===== config.mk =====
export PLATFORM = sky130hd
export DESIGN_NAME = rv_multicycle_seq
export DESIGN_NICKNAME = d
export VERILOG_FILES = /design/src/rtl/rv_multicycle_seq.sv
export SDC_FILE = /design/constraint.sdc
export NUM_CORES = 1
export LEC_CHECK = 0
export BUFFER_PORTS_ARGS = -buffer_cell sky130_fd_sc_hd__buf_4
export CORE_ASPECT_RATIO = 1.2
export CORE_MARGIN = 5
export CORE_UTILIZATION = 40
export CTS_CLUSTER_SIZE = 40
export DETAILED_ROUTE_END_ITERATION = 7
export GPL_ROUTABILITY_DRIVEN = 0
export PLACE_DENSITY = 0.7
export SETUP_SLACK_MARGIN = 0.05
export SLEW_MARGIN = 20
export SYNTH_ARGS = -nofsm -noshare
export SYNTH_HDL_FRONTEND = slang
export SYNTH_SLANG_ARGS = --single-unit

===== constraint.sdc =====
create_clock -name clk -period 7.25 [get_ports clk]
set_input_delay 0.725 -clock clk [delete_from_list [all_inputs] [get_ports clk]]
set_output_delay 0.725 -clock clk [all_outputs]
set_load 0.1 [all_outputs]

===== src/rtl/rv_multicycle_seq.sv =====
// Multi-cycle sequencer for the RISC-V core.
// Walks each instruction through FETCH/DECODE/EXEC/MEM/WB using req/ack handshakes so that
// instruction and data memories may insert wait states. Owns the PC, the instruction register,
// the load-data latch and the retire counter. A handshake that waits too long parks the core in
// TRAP with a sticky bus error.
module rv_multicycle_seq #(
    parameter int unsigned     XLEN     = 32,
    parameter logic [XLEN-1:0] RESET_PC = '0,
    parameter int unsigned     TIMEOUT  = 15,
    parameter int unsigned     CNT_W    = 32
) (
    input  logic             clk,
    input  logic             rst,
    // Instruction memory
    output logic             imem_req,
    output logic [XLEN-1:0]  imem_addr,
    input  logic             imem_ack,
    input  logic [31:0]      imem_rdata,
    // Decode interface
    output logic [31:0]      ir,
    input  logic             op_load,
    input  logic             op_store,
    input  logic             op_illegal,
    input  logic             wreg,
    // Datapath
    input  logic [XLEN-1:0]  next_pc,
    // Data memory
    output logic             dmem_req,
    output logic             dmem_we,
    input  logic             dmem_ack,
    input  logic [XLEN-1:0]  dmem_rdata,
    output logic [XLEN-1:0]  load_data,
    // Writeback / status
    output logic             reg_we,
    output logic [XLEN-1:0]  pc,
    output logic [CNT_W-1:0] instret,
    output logic             bus_err,
    output logic             halted,
    output logic [2:0]       state
);

    // Wide enough to hold TIMEOUT itself; one bit when the timeout is disabled.
    localparam int unsigned WAIT_W = (TIMEOUT > 0) ? $clog2(TIMEOUT + 1) : 1;
    localparam logic [31:0] NOP    = 32'h0000_0013;

    typedef enum logic [2:0] {
        StFetch  = 3'd0,
        StDecode = 3'd1,
        StExec   = 3'd2,
        StMem    = 3'd3,
        StWb     = 3'd4,
        StTrap   = 3'd5
    } state_e;

    state_e             state_q, state_d;
    logic [XLEN-1:0]    pc_q, pc_d;
    logic [31:0]        ir_q, ir_d;
    logic [XLEN-1:0]    load_q, load_d;
    logic [CNT_W-1:0]   instret_q, instret_d;
    logic               bus_err_q, bus_err_d;
    logic [WAIT_W-1:0]  wait_q, wait_d;
    logic               wait_expired;

    // The cycle in which the counter equals TIMEOUT is the last one an ack can still rescue.
    assign wait_expired = (TIMEOUT != 0) && (wait_q == WAIT_W'(TIMEOUT));

    // Next-state and register updates; every register holds unless its state says otherwise.
    always_comb begin
        state_d   = state_q;
        pc_d      = pc_q;
        ir_d      = ir_q;
        load_d    = load_q;
        instret_d = instret_q;
        bus_err_d = bus_err_q;
        wait_d    = wait_q;

        unique case (state_q)
            StFetch: begin
                if (imem_ack) begin
                    ir_d    = imem_rdata;
                    state_d = StDecode;
                end else if (wait_expired) begin
                    // pc and ir are left untouched so the faulting fetch can be inspected.
                    bus_err_d = 1'b1;
                    state_d   = StTrap;
                end else begin
                    wait_d = wait_q + WAIT_W'(1);
                end
            end
            StDecode: begin
                state_d = op_illegal ? StTrap : StExec;
            end
            StExec: begin
                if (op_load || op_store) begin
                    wait_d  = '0;
                    state_d = StMem;
                end else begin
                    state_d = StWb;
                end
            end
            StMem: begin
                if (dmem_ack) begin
                    if (op_load) begin
                        load_d = dmem_rdata;
                    end
                    state_d = StWb;
                end else if (wait_expired) begin
                    bus_err_d = 1'b1;
                    state_d   = StTrap;
                end else begin
                    wait_d = wait_q + WAIT_W'(1);
                end
            end
            StWb: begin
                pc_d      = next_pc;
                instret_d = instret_q + CNT_W'(1);
                wait_d    = '0;
                state_d   = StFetch;
            end
            StTrap: begin
                state_d = StTrap;
            end
            default: begin
                // Unreachable encodings park the core rather than running on.
                state_d = StTrap;
            end
        endcase
    end

    // State and architectural registers, asynchronously reset.
    always_ff @(posedge clk or posedge rst) begin
        if (rst) begin
            state_q   <= StFetch;
            pc_q      <= RESET_PC;
            ir_q      <= NOP;
            load_q    <= '0;
            instret_q <= '0;
            bus_err_q <= 1'b0;
            wait_q    <= '0;
        end else begin
            state_q   <= state_d;
            pc_q      <= pc_d;
            ir_q      <= ir_d;
            load_q    <= load_d;
            instret_q <= instret_d;
            bus_err_q <= bus_err_d;
            wait_q    <= wait_d;
        end
    end

    // Strobes decoded from state; imem_req is gated by rst so an abandoned fetch drops at once.
    always_comb begin
        imem_req = (state_q == StFetch) && !rst;
        dmem_req = (state_q == StMem);
        dmem_we  = (state_q == StMem) && op_store;
        reg_we   = (state_q == StWb) && wreg;
        halted   = (state_q == StTrap);
    end

    assign imem_addr = pc_q;
    assign pc        = pc_q;
    assign ir        = ir_q;
    assign load_data = load_q;
    assign instret   = instret_q;
    assign bus_err   = bus_err_q;
    assign state     = state_q;

endmodule


==> results.json <==
{
  "netlist_area_um2": 5771,
  "synth_edf_count": 0,
  "maxSlewViolCount": 0,
  "hp-class": "reg -> reg",
  "start_util_pct": 40.37,
  "period_share_pct": 35.58,
  "routedWlPerCell_um": 17.71,
  "post-place-ws_ps": 4853,
  "clkLatencyLatePin_ps": 400,
  "post-cts-setup-buffers": 0,
  "synth_flop_cell": "dfrtp_1",
  "nNetsFinal": 773,
  "tritoncts": "done",
  "ant_nets": 0,
  "regArea_um2": 3407,
  "cts-htree-levels": 4,
  "dp_hpwl_um": 11600,
  "tightest_slew_ps": 939.5,
  "drt-total-wl_um": 15140,
  "rsz0062_at_grt": "false",
  "vias": 4179,
  "grt_antenna_before_repair": 0,
  "numCtsBuffers": 17,
  "ys_async_sr_fraction_pct": 100.0,
  "clock_path_buffers": 2,
  "status": "complete, no violations",
  "hold_violations": 0,
  "max_freq_ghz": 0.3876,
  "nFillCells": 1200,
  "syn_nets": 526,
  "grt_max_degree": 71,
  "synth_cell_types": 45,
  "rr_startpoint": "state[1]",
  "postCtsHoldBufs": 0,
  "period_needed_ps": 2580,
  "cp.arrival_ps": 1850,
  "portBuffers": 272,
  "drive_gt1_share_pct": 59.85,
  "cp_max_fo": 15,
  "multiInputGateArea_um2": 2032,
  "area_delta_synth_final_pct": 44.82,
  "grt_pass1_vias": 4489,
  "critPathRequiredTime_ps": 6520,
  "ff2ff_path_depth": 3,
  "min_path_cells": 1,
  "cp-start-kind": "register",
  "antenna_cells": 0,
  "netlist_instances": 420,
  "worstHoldStart": "instret[31]",
  "grt_pass1_wl_um": 23500,
  "instances_no_fill": 855,
  "die_w_um": 119.6,
  "yosys_warnings": 0,
  "yosysSeqAreaShare_pct": 59.04,
  "slew_headroom_pct": 37.22,
  "ioPinCount": 273,
  "hold_ws_ps": 473.3,
  "viasPerCell": 4.888,
  "fp.dieArea_um2": 16940,
  "whs_endpoint": "instret[31]",
  "core_area_um2": 14290,
  "end_kind": "output port",
  "ys_seq_elements": 136,
  "avgSynthCellArea_um2": 13.74,
  "cap_violations": 0,
  "dieHeight_um": 141.6,
  "firstDrtPassIters": 4,
  "reg2reg_slack_ps": 4920,
  "finalSetupViolations": 0,
  "cts_resized": 0,
  "cts_root_buf": "clkbuf_16",
  "grt_usage_pct": 17.56,
  "clock_sinks": 136,
  "rows": 48,
  "critical_path_class": "reg -> out",
  "r2r_end": "ir[12]",
  "grt.overflow.total": 0,
  "fin_ws_ps": 4670,
  "skew_ps": 9.186,
  "drc": 0,
  "clkSlewWorstSetupHoldPaths_ps": 60,
  "drtIter0Drc": 132,
  "dp.cells": 823,
  "fin_setup_tns_ps": 0
}
## how the worst max path moves through the flow
stage                         from             to  slack, ps
after floorplan                rst        bus_err       2890
after global placement         rst         ir[14]       4920
after detailed placement       rst  load_data[26]       4850
after CTS                 state[1]       imem_req       4640
after global routing      state[1]        dmem_we       4540
final                     state[1]       imem_req       4670
## logic make-up (layout without fill, tap and decap cells)
kind of cell,Yosys count,count (layout),share of synthesized area (%)
multiplexers,98,98,19.10
XOR/XNOR,32,32,4.857
buffers and inverters,54,314,5.985
flip-flops,136,136,59.04
AND/OR/NAND/NOR,77,77,8.196
adder cells (fa/ha/maj),2,2,0.4336
AO/OA/AOI/OAI,21,21,2.385
## cell usage after synthesis, types with 9 or more instances
master	number	area, um^2
dfrtp_1	133	3328
mux2_2	87	979.7
buf_4	32	240.2
xnor2_1	16	140.1
xor2_1	16	140.1
buf_2	12	60.06
nand2_1	12	45.04
nor2_1	12	45.04
mux2_1	10	112.6
nand3_1	9	45.04
## worst max-delay path, stage by stage, from the launching register on
cell and delay, ps:
dfrtp_1 540, or3_1 500, nor2_1 110, buf_4 290
## layout make-up
cell class	instances	area share, %
clock inverter	13	2.066
multi-input combinational	230	24.32
timing repair buffer	275	24.70
sequential	136	40.77
inverter	7	0.3444
tap	175	2.620
clock buffer	19	5.180
## layer usage
| layer | vias up | part of all wire, % | track usage (%) |
|---|---|---|---|
| met2 | 205 | 51 | 30.12 |
| met4 | 0 | 1.8 | 6.273 |
| met1 | 2031 | 37 | 19.38 |
| li1 | 1925 | - | - |
| met5 | - | 0 | 0 |
| met3 | 18 | 11 | 7.775 |
## stage by stage
stage	util (%)	cell area (um^2)
global placement	54.23	7751
floorplan	-	5771
finish	58.46	8357
global route	58.46	8357
detailed placement	54.23	7751
CTS	58.46	8357
## state kept, by name (all words and copies together), names as in the netlist
register,flops
instret,32
imem_addr,32
wait_q,4
ir,32
load_data,32
state,3
bus_err,1
## cells in the final DEF (no fill, tap or decap), types with 4 or more instances in the layout
cell type,n
a21oi_1,4
and3_1,7
buf_4,275
clkbuf_16,17
clkinv_4,4
clkinvlp_4,4
dfrtp_1,133
inv_1,6
mux2_1,10
mux2_2,87
nand2_1,12
nand2b_1,4
nand3_1,9
nand4_1,7
nor2_1,11
nor3_1,5
o21ai_0,7
xnor2_1,16
xor2_1,16
Power is left out: the tool's default activity adds up to more than one toggle a clock period on the data nets, which glitch-free logic cannot reach.
